$ cat src/rtl/mc_pkg.sv
// Shared constants, state encoding and control bundle for the multi-cycle
// MIPS-subset controller (optional illegal-opcode trap: MC_ILLEGAL_TRAP_EN).
package mc_pkg;

   localparam logic [5:0] OP_R    = 6'h00;
   localparam logic [5:0] OP_ADDI = 6'h08;
   localparam logic [5:0] OP_SLTI = 6'h0A;
   localparam logic [5:0] OP_LW   = 6'h23;
   localparam logic [5:0] OP_SW   = 6'h2B;
   localparam logic [5:0] OP_BEQ  = 6'h04;

   localparam logic [3:0] S_IF    = 4'd0;
   localparam logic [3:0] S_ID    = 4'd1;
   localparam logic [3:0] S_EX_R  = 4'd2;
   localparam logic [3:0] S_EX_I  = 4'd3;
   localparam logic [3:0] S_MADDR = 4'd4;
   localparam logic [3:0] S_MRD   = 4'd5;
   localparam logic [3:0] S_MWR   = 4'd6;
   localparam logic [3:0] S_WB_R  = 4'd7;
   localparam logic [3:0] S_WB_I  = 4'd8;
   localparam logic [3:0] S_WB_M  = 4'd9;
   localparam logic [3:0] S_BR    = 4'd10;
   localparam logic [3:0] S_TRAP  = 4'd11;

   localparam logic [1:0] ALU_OP_ADD   = 2'b00;
   localparam logic [1:0] ALU_OP_SUB   = 2'b01;
   localparam logic [1:0] ALU_OP_FUNCT = 2'b10;
   localparam logic [1:0] ALU_OP_SLT   = 2'b11;

   localparam logic [1:0] SRCB_B       = 2'b00;
   localparam logic [1:0] SRCB_FOUR    = 2'b01;
   localparam logic [1:0] SRCB_IMM     = 2'b10;
   localparam logic [1:0] SRCB_IMM_SH2 = 2'b11;

   typedef struct packed {
      logic       pc_write;
      logic       pc_write_cond;
      logic       pc_source;
      logic       iord;
      logic       mem_read;
      logic       mem_write;
      logic       ir_write;
      logic       reg_dst;
      logic       mem_to_reg;
      logic       reg_write;
      logic       alu_src_a;
      logic [1:0] alu_src_b;
      logic [1:0] alu_op;
      logic       retire;
   } ctrl_t;

   function automatic logic is_known_op(input logic [5:0] op);
      return (op == OP_R) || (op == OP_ADDI) || (op == OP_SLTI) ||
             (op == OP_LW) || (op == OP_SW) || (op == OP_BEQ);
   endfunction

endpackage

$ cat src/rtl/mc_out_decode.sv
// Combinational state -> datapath control table. Only IF (fetch strobes)
// and MWR (retire) look at mem_ready_i; ID retires when an unknown opcode is a NOP.
module mc_out_decode
   import mc_pkg::*;
(
   input  logic [3:0] state_i,
   input  logic       mem_ready_i,
   input  logic       slti_i,
   input  logic       nop_i,
   output ctrl_t      ctrl_o
);

   always_comb begin
      ctrl_o = '0;
      case (state_i)
         S_IF: begin
            ctrl_o.mem_read  = 1'b1;
            ctrl_o.alu_src_b = SRCB_FOUR;
            ctrl_o.alu_op    = ALU_OP_ADD;
            ctrl_o.ir_write  = mem_ready_i;
            ctrl_o.pc_write  = mem_ready_i;
         end
         S_ID: begin
            // Branch target is computed speculatively for every instruction.
            ctrl_o.alu_src_b = SRCB_IMM_SH2;
            ctrl_o.alu_op    = ALU_OP_ADD;
            ctrl_o.retire    = nop_i;
         end
         S_EX_R: begin
            ctrl_o.alu_src_a = 1'b1;
            ctrl_o.alu_src_b = SRCB_B;
            ctrl_o.alu_op    = ALU_OP_FUNCT;
         end
         S_EX_I: begin
            ctrl_o.alu_src_a = 1'b1;
            ctrl_o.alu_src_b = SRCB_IMM;
            ctrl_o.alu_op    = slti_i ? ALU_OP_SLT : ALU_OP_ADD;
         end
         S_MADDR: begin
            ctrl_o.alu_src_a = 1'b1;
            ctrl_o.alu_src_b = SRCB_IMM;
            ctrl_o.alu_op    = ALU_OP_ADD;
         end
         S_MRD: begin
            ctrl_o.iord     = 1'b1;
            ctrl_o.mem_read = 1'b1;
         end
         S_MWR: begin
            ctrl_o.iord      = 1'b1;
            ctrl_o.mem_write = 1'b1;
            ctrl_o.retire    = mem_ready_i;
         end
         S_WB_R: begin
            ctrl_o.reg_write = 1'b1;
            ctrl_o.reg_dst   = 1'b1;
            ctrl_o.retire    = 1'b1;
         end
         S_WB_I: begin
            ctrl_o.reg_write = 1'b1;
            ctrl_o.retire    = 1'b1;
         end
         S_WB_M: begin
            ctrl_o.reg_write  = 1'b1;
            ctrl_o.mem_to_reg = 1'b1;
            ctrl_o.retire     = 1'b1;
         end
         S_BR: begin
            ctrl_o.alu_src_a     = 1'b1;
            ctrl_o.alu_src_b     = SRCB_B;
            ctrl_o.alu_op        = ALU_OP_SUB;
            ctrl_o.pc_write_cond = 1'b1;
            ctrl_o.pc_source     = 1'b1;
            ctrl_o.retire        = 1'b1;
         end
         default: ctrl_o = '0;
      endcase
   end

endmodule

$ cat src/rtl/multicycle_ctrl.sv
// Multi-cycle control FSM (IF/ID/EX/MEM/WB) with memory-ready handshake.
// Define MC_ILLEGAL_TRAP_EN to trap unknown opcodes (adds illegal_o).
module multicycle_ctrl
   import mc_pkg::*;
#(
   parameter int OP_W    = 6,
   parameter int STATE_W = 4
)
(
   input  logic               clk_i,
   input  logic               rst_i,
   input  logic [OP_W-1:0]    opcode_i,
   input  logic               mem_ready_i,
   output logic               pc_write_o,
   output logic               pc_write_cond_o,
   output logic               pc_source_o,
   output logic               iord_o,
   output logic               mem_read_o,
   output logic               mem_write_o,
   output logic               ir_write_o,
   output logic               reg_dst_o,
   output logic               mem_to_reg_o,
   output logic               reg_write_o,
   output logic               alu_src_a_o,
   output logic [1:0]         alu_src_b_o,
   output logic [1:0]         alu_op_o,
   output logic               retire_o,
`ifdef MC_ILLEGAL_TRAP_EN
   output logic               illegal_o,
`endif
   output logic [STATE_W-1:0] state_o
);

   logic [3:0] state_q, state_d;
   logic       slti_q, slti_d;
   logic [5:0] op;
   logic       nop;
   ctrl_t      ctrl;
   ctrl_t      ctrl_gated;

   assign op = 6'(opcode_i);

`ifdef MC_ILLEGAL_TRAP_EN
   assign nop = 1'b0;
`else
   assign nop = (state_q == S_ID) && !is_known_op(op);
`endif

   always_comb begin
      state_d = state_q;
      slti_d  = slti_q;
      case (state_q)
         S_IF:    if (mem_ready_i) state_d = S_ID;
         S_ID: begin
            // EX_I cannot see the opcode, so ADDI vs SLTI is latched here.
            slti_d = (op == OP_SLTI);
            case (op)
               OP_R:             state_d = S_EX_R;
               OP_ADDI, OP_SLTI: state_d = S_EX_I;
               OP_LW, OP_SW:     state_d = S_MADDR;
               OP_BEQ:           state_d = S_BR;
`ifdef MC_ILLEGAL_TRAP_EN
               default:          state_d = S_TRAP;
`else
               default:          state_d = S_IF;
`endif
            endcase
         end
         S_EX_R:  state_d = S_WB_R;
         S_EX_I:  state_d = S_WB_I;
         S_MADDR: state_d = (op == OP_LW) ? S_MRD : S_MWR;
         S_MRD:   if (mem_ready_i) state_d = S_WB_M;
         S_MWR:   if (mem_ready_i) state_d = S_IF;
`ifdef MC_ILLEGAL_TRAP_EN
         S_TRAP:  state_d = S_TRAP;
`endif
         default: state_d = S_IF;
      endcase
   end

   always_ff @(posedge clk_i) begin
      if (!rst_i) begin
         state_q <= S_IF;
         slti_q  <= 1'b0;
      end else begin
         state_q <= state_d;
         slti_q  <= slti_d;
      end
   end

   mc_out_decode u_out_decode (
      .state_i     (state_q),
      .mem_ready_i (mem_ready_i),
      .slti_i      (slti_q),
      .nop_i       (nop),
      .ctrl_o      (ctrl)
   );

   // Outputs are forced quiet for the whole time reset is asserted.
   assign ctrl_gated = rst_i ? ctrl : '0;

   assign pc_write_o      = ctrl_gated.pc_write;
   assign pc_write_cond_o = ctrl_gated.pc_write_cond;
   assign pc_source_o     = ctrl_gated.pc_source;
   assign iord_o          = ctrl_gated.iord;
   assign mem_read_o      = ctrl_gated.mem_read;
   assign mem_write_o     = ctrl_gated.mem_write;
   assign ir_write_o      = ctrl_gated.ir_write;
   assign reg_dst_o       = ctrl_gated.reg_dst;
   assign mem_to_reg_o    = ctrl_gated.mem_to_reg;
   assign reg_write_o     = ctrl_gated.reg_write;
   assign alu_src_a_o     = ctrl_gated.alu_src_a;
   assign alu_src_b_o     = ctrl_gated.alu_src_b;
   assign alu_op_o        = ctrl_gated.alu_op;
   assign retire_o        = ctrl_gated.retire;
   assign state_o         = rst_i ? STATE_W'(state_q) : '0;
`ifdef MC_ILLEGAL_TRAP_EN
   assign illegal_o       = rst_i && (state_q == S_TRAP);
`endif

endmodule

$ cat config.mk
export PLATFORM = sky130hd
export DESIGN_NAME = multicycle_ctrl
export DESIGN_NICKNAME = d
export VERILOG_FILES = /design/src/rtl/mc_pkg.sv /design/src/rtl/mc_out_decode.sv /design/src/rtl/multicycle_ctrl.sv
export SDC_FILE = /design/constraint.sdc
export NUM_CORES = 1
export LEC_CHECK = 0
export BUFFER_PORTS_ARGS = -buffer_cell sky130_fd_sc_hd__buf_2
export CORE_UTILIZATION = 44
export CTS_CLUSTER_SIZE = 10
export DETAILED_ROUTE_END_ITERATION = 16
export GPL_TIMING_DRIVEN = 0
export PLACE_DENSITY_LB_ADDON = 0.15
export SYNTH_ARGS = -nofsm -noshare
export SYNTH_HDL_FRONTEND = slang
export SYNTH_SLANG_ARGS = --single-unit
export TNS_END_PERCENT = 5
$ cat constraint.sdc
create_clock -name clk_i -period 1.8 [get_ports clk_i]
set_input_delay 0.18 -clock clk_i [delete_from_list [all_inputs] [get_ports clk_i]]
set_output_delay 0.18 -clock clk_i [all_outputs]
set_load 0.1 [all_outputs]
==> flow_metrics.tcl, run 1 <==
set metrics [dict create \
    postLayoutCellArea_sq_um 998.5 \
    path_delay_family "simple AND/OR/NAND/NOR gates" \
    clock_sink_count 5 \
    finish.utilization_pct 85.26 \
    synth.avg_cell_area_sq_um 6.548 \
    worst_slack_ps 38.20 \
    fp-row-count 12 \
    cts_tree "yes" \
    routedWlPerCell_um 14.55 \
    powerDensity_mw_per_mm2 1761 \
    report.final.slew_viol_count 0 \
    grt_max_degree 11 \
    drive_above_1_share_pct 50.41 \
    syn_inst 90 \
    syn_area_sq_um 589.3 \
    initial_core_util_pct 50.32 \
    syn_nets 99 \
    finalHoldViolations 0 \
    skew_ps 2.899 \
    viasPerCell 5.971 \
    ys_ff_latch 5 \
    place_congestion 0.9278 \
    cts-root-buf "clkbuf_4" \
    cts.clk_slew.worst_paths_ps 50 \
    antennaDiodeCount 0 \
    clkLatencyLatePin_ps 250 \
    max_freq_ghz 0.5676 \
    first_pass_iters 5 \
    crit_type "reg2out" \
    slew-limit-headroom_pct 67.40 \
    io_buffers 28 \
    cp.depth 6 \
    ioPinCount 29 \
    hold_ws_ps 279.1 \
    drv_cap 0 \
    cpMaxStageDelayCell "dfxtp_1" \
    ys_top_cells_by_area "dfxtp_1 17%, nand2_1 7.6%, nor2_1 4.5%" \
    grt_pass1_wl_um 3215 \
    layout.nets 133 \
    synth_top_cell_by_area "dfxtp_1" \
    vias 818 \
    dieArea_sq_mm 0.001490 \
    reg2reg_depth 3 \
    wl_met2_um 1047 \
    hold_path_class "in2reg" \
    yosys.cell_types.count 35 \
    start_kind "flop" \
    antenna_found_initial 0 \
    dp_slack_ps -214.4 \
    setup_viol 0 \
    r2r-start "state_q[1]$_SDFFE_PN0P_" \
    period_share_pct 97.88 \
    leakage_uw 0.0004484 \
    dpl_cell_area_sq_um 838.3 \
    yosysSeqAreaShare_pct 16.99 \
    dpl.hpwl_um 1371 \
    slowest_delay_ps 300 \
    grt_pass1_vias 733 \
    rsz0062_at_grt "yes" \
    overflow 0 \
    critical_path_required_ps 1620 \
    crit_end "retire_o" \
    syn_to_final_growth_pct 69.43 \
    finalWirelength_um 1994 \
    dieHeight_um 38.60 \
    min_period_ps 1762 \
    ir_drop_mv 1.495 \
    m1WireLength_um 786 \
    outcome "finished, final reports clean" \
    tightest_slew_ps 492.4 \
    worstReg2RegEnd "state_q[1]$_SDFFE_PN0P_" \
    synth_top_area_share_pct 16.99 \
    route.met3.wl_um 151 \
    drtAntennaViolNets 0 \
    die_w_um 38.60 \
    cp_num_buf_inv 2 \
    crit_fanout 10 \
    grt_usage_pct 30.66 \
    drcViolationCount 0 \
    routed.top_layer "met4" \
    cts_buffer_depth 2 \
    worst_ep_arrival_time_ps 1580 \
    cts_made_buffers 3 \
    htreeDepth 1 \
    crit_chain "buf_4 -> nor2b_4 -> nand2_1 -> nor3b_2 -> o21a_1 -> buf_12" \
    rrSetupSlack_ps 420 \
    drt_iter0_markers 29 \
    end_kind "output port" \
    core_area_sq_mm 0.001171 \
    crit_path_start "state_q[0]$_SDFFE_PN0P_" \
    setup_tns_ps 0 \
    ys_warn_count 0 \
]
## worst reg2reg max path: cells and delay by family, from the launching register on
kind            cells  cell delay (ps)
flops               1              350
simple gates        2              750
compound gates      1              150
## placed cells by master (no fill, tap or decap), drive strengths merged, types with 4 or more instances in the layout
cell type and n:
inv 5, dfxtp 5, a21oi 5, and3 4, nand3 5, nor2 7
nor3 5, clkbuf 8, buf 33, nand2 12
## routing by layer
metal,vias up,GRT usage (%)
li1,384,-
met1,377,36.71
met2,55,54.58
met3,2,6.358
met4,0,7.759
met5,-,0
## logic make-up after synthesis
logic type,count (synthesis),synth area share [%]
compound gates,20,24.20
buf+inv,13,10.19
flops,5,16.99
mux,1,1.699
simple gates,51,46.92
## power by group
group / total [uW] / leakage, uW / internal, uW / switching, uW
registers: 195 / 0.0000416 / 147 / 47.1
clock network: 138 / 0.0000150 / 84.3 / 53.3
logic: 1430 / 0.000392 / 387 / 1040
## through the flow
| step | instances | total power [uW] |
|---|---|---|
| after floorplan | 90 | 1259 |
| after global placement | 132 | 1437 |
| after detailed placement | 132 | 1452 |
| after CTS | 136 | 1673 |
| after global routing | 137 | 1834 |
| final | 137 | 1758 |
## cell type report
cell class                      instances  area, sq um
Fill cell                              63        172.7
Clock buffer                            4        26.28
Buffer                                  8        63.81
Inverter                                5        18.77
Sequential cell                         5        102.6
Timing Repair Buffer                   29        240.2
Tap cell                               14        17.52
Multi-Input combinational cell         72        529.3
## Yosys cell counts, drive strengths merged
library cell / number
dfxtp: 5
nand2b: 3
o31a: 1
buf: 5
mux2i: 1
clkbuf: 3
nor4b: 1
o32ai: 1
a2111oi: 1
a21oi: 5
and2b: 1
nor2b: 3
or4b: 2
or2: 1
and3: 4
nor3: 5
nand3: 5
o221a: 1
nand2: 12
a21boi: 2
o311ai: 1
and2: 3
o21ai: 3
o31ai: 2
inv: 5
nand4: 1
nor2: 7
nor3b: 1
o21a: 1
a32oi: 1
o211a: 1
or3: 2
## sequential cells by signal, indices dropped and copies added (netlist names)
register and count:
state_q 4, slti_q 1
## repair_timing
action                                  in CTS  in global routing
pin swaps                                    0                  1
hold buffers                                 0                  0
endpoints found under the setup margin      16                 13
buffers inserted                             0                  1
resized for setup                           29                 15
## worst min-delay path by stage
stage,from,end,slack (ps),depth (start not counted)
after global routing,opcode_i[1],slti_q$_SDFFE_PN0P_,270,3
after CTS,opcode_i[4],state_q[1]$_SDFFE_PN0P_,270,3
after global placement,slti_q$_SDFFE_PN0P_,slti_q$_SDFFE_PN0P_,470,2
after detailed placement,slti_q$_SDFFE_PN0P_,slti_q$_SDFFE_PN0P_,490,2
final,opcode_i[4],state_q[1]$_SDFFE_PN0P_,280,3
after floorplan,opcode_i[1],slti_q$_SDFFE_PN0P_,340,2
No activity file was read; power rests on OpenSTA's default activity.
==> run 2, diff against run 1 <==
Settings changed: ABC_CLOCK_PERIOD_IN_PS set to 1800, CORE_UTILIZATION 44 to 48, REMOVE_ABC_BUFFERS set to 1, SYNTH_HIERARCHICAL set to 1.
==> run 2 against run 1 <==
  * Cell count grew 12%
  * Sequential power shrank 13%
  * The run now ends with negative setup slack left
  * Critical path type unchanged
  * Via count grew 2.6%
  * Sequential share of layout area grew 0.68 points
  * Largest power group unchanged
==> flow_metrics.tcl, run 2 <==
set metrics [dict create \
    ys_ff_latch 5 \
    drtAntennaViolNets 0 \
    dieArea_sq_mm 0.001825 \
    hold_path_class "in2reg" \
    setup_viol 1 \
    finalPower_uw 1260 \
    cts_buffer_depth 2 \
    grt_pass1_vias 741 \
    drive_above_1_share_pct 36.96 \
    initial_core_util_pct 52.22 \
    worst_slack_ps -101.1 \
    clock_sink_count 5 \
    mostFrequentLayoutCell "and2_1" \
    synth_edf_count 0 \
    fillers 136 \
    critical_path_required_ps 1620 \
    grt_max_degree 25 \
    min_period_ps 1901 \
    yosys.cell_types.count 41 \
    clkLatencyLatePin_ps 250 \
    finalWirelength_um 1827 \
    violations "negative setup slack" \
    cts.clk_slew.worst_paths_ps 40 \
    worst_ep_arrival_time_ps 1720 \
    crit_fanout 4 \
    first_pass_iters 4 \
    tightest_slew_ps 487.5 \
    drt_iter0_markers 16 \
    htreeDepth 1 \
    powerDensity_mw_per_mm2 1198 \
    die_w_um 42.72 \
    leakage_uw 0.0004412 \
    syn_area_sq_um 795.8 \
    ir_drop_mv 0.7941 \
    synthFlopType "dfxtp_1" \
    core_area_sq_mm 0.001524 \
    grt_pass1_wl_um 3208 \
    hold_path_startpoint "opcode_i[1]" \
    skew_ps 1.156 \
    switching_share_pct 57.83 \
    layout.nets 148 \
    antenna_found_initial 0 \
    dpl.hpwl_um 1235 \
    drv_cap 0 \
    dieHeight_um 42.72 \
    end_kind "output port" \
    drcViolationCount 0 \
    routedWlPerCell_um 11.86 \
    io_buffers 28 \
    max_freq_ghz 0.5260 \
    synth_top_area_share_pct 15.72 \
    yosysMostFrequentCell "and2_1" \
    power.net_switching_uw 728.4 \
    r2r-start "state_q[0]$_SDFFE_PN0P_" \
    reg_top3 "state_q (4), slti_q (1)" \
    async_flop_share_pct 0 \
    cts_made_buffers 3 \
    synth_top_cell_by_area "and2_1" \
    crit_path_start "state_q[2]$_SDFFE_PN0P_" \
    cts_tree "yes" \
    vias 839 \
    slew-limit-headroom_pct 67.72 \
    dp_slack_ps -665.7 \
    internal_power_uw 531.1 \
    cts-root-buf "clkbuf_4" \
    viasPerCell 5.448 \
    outcome "finished with violations" \
    fp-row-count 14 \
    syn_to_final_growth_pct 32.08 \
    grt_usage_pct 22.43 \
    overflow 0 \
    synth.avg_cell_area_sq_um 7.169 \
    mostFrequentLayoutCells "19 x and2_1, 14 x buf_2, 12 x nor2_1" \
    yosysSeqAreaShare_pct 12.58 \
    antennaDiodeCount 0 \
    finalHoldViolations 0 \
    clockPowerShare_pct 10.6 \
    ys_top_cells_by_area "and2_1 16%, dfxtp_1 13%, nor2_1 5.7%" \
    ys_top_cells_by_count "20 x and2_1, 12 x nor2_1, 7 x nand2b_1" \
    largest_reg_flops 4 \
    ioPinCount 29 \
    rsz0062_at_grt "yes" \
    pwr-share-seq_pct 13.4 \
    period_share_pct 105.6 \
    pwr-share-comb_pct 75.9 \
    ys_warn_count 6 \
    report.final.slew_viol_count 0 \
    crit_type "reg2out" \
    largest_register "state_q" \
    start_kind "flop" \
    place_congestion 0.8385 \
    syn_inst 111 \
]
-- run 2: cell types whose count changed in the layout (fill, tap and decap cells not counted), sizes merged, moves of 5 or more --
cell,change
and2,+17
nand2,-7
nand2b,+5
nor2,+5
-- run 2: cells by family (layout without fill, tap and decap cells) --
family	Yosys count	in the layout	share of synthesized area [%]
AND/OR/NAND/NOR	70	70	53.77
XOR/XNOR	3	3	3.302
buffers and inverters	12	39	12.26
multiplexers	1	1	1.258
flip-flops	5	5	12.58
AO/OA/AOI/OAI	20	20	16.82
-- run 2: power groups by stage --
stage                     registers (uW)  clock network (uW)  logic, uW
after global placement               239                   0        730
after floorplan                      213                   0        644
after global routing                 173                 142       1020
final                                169                 134        956
after detailed placement             241                   0        742
after CTS                            169                 135        919
-- run 2: per-stage QoR --
stage | util (%) | TNS (ps) | hold WS, ps | cell area, sq um | std cells
finish | 68.97 | -101.1 | 212.8 | 1051 | 154
global route | 68.97 | -213.4 | 249.3 | 1051 | 154
CTS | 65.52 | -101.4 | 212.7 | 998.5 | 154
detailed placement | 56.81 | -1414 | 470.6 | 865.8 | 145
global placement | 56.81 | -1070 | 470.3 | 865.8 | 145
floorplan | - | -1872 | 330.6 | 705.7 | 101
-- run 2: worst max-delay path, stage by stage, from the launching register on --
cell and delay, ps:
dfxtp_4 340, nand2b_4 140, nor3_4 50, and3_1 150, nor3b_1 130, or3_1 340
and2_4 170, buf_12 160
-- run 2: final timing paths --
check	to	slack, ps	depth (start not counted)
setup / recovery	retire_o	-100	7
hold / removal	slti_q$_SDFFE_PN0P_	210	3
setup reg to reg	state_q[0]$_SDFFE_PN0P_	350	6
hold reg to reg	slti_q$_SDFFE_PN0P_	490	2
-- run 2: timing repair --
| action | CTS | global route |
|---|---|---|
| hold endpoints to repair | 0 | 0 |
| resized for setup | 24 | 16 |
| setup endpoints to repair | 18 | 12 |
| hold buffers | 0 | 0 |
| setup buffers | 5 | 0 |
-- run 2: metal layers --
metal  routed length (um)  up-vias  GRT usage, %  share of wire, %
li1                     -      430             -                 -
met1                  842      384         28.27                46
met2                  919       22         39.09                50
met3                   52        3         1.702               2.8
met4                   13        0         8.750              0.71
met5                    0        -             0                 0
-- run 2: layout make-up --
class | count | area (sq um) | area share, %
Multi-Input combinational cell | 94 | 614.3 | 58.45
Timing Repair Buffer | 33 | 267.8 | 25.48
Sequential cell | 5 | 115.1 | 10.95
Clock buffer | 4 | 26.28 | 2.500
Tap cell | 16 | 20.02 | 1.905
Inverter | 2 | 7.507 | 0.7143
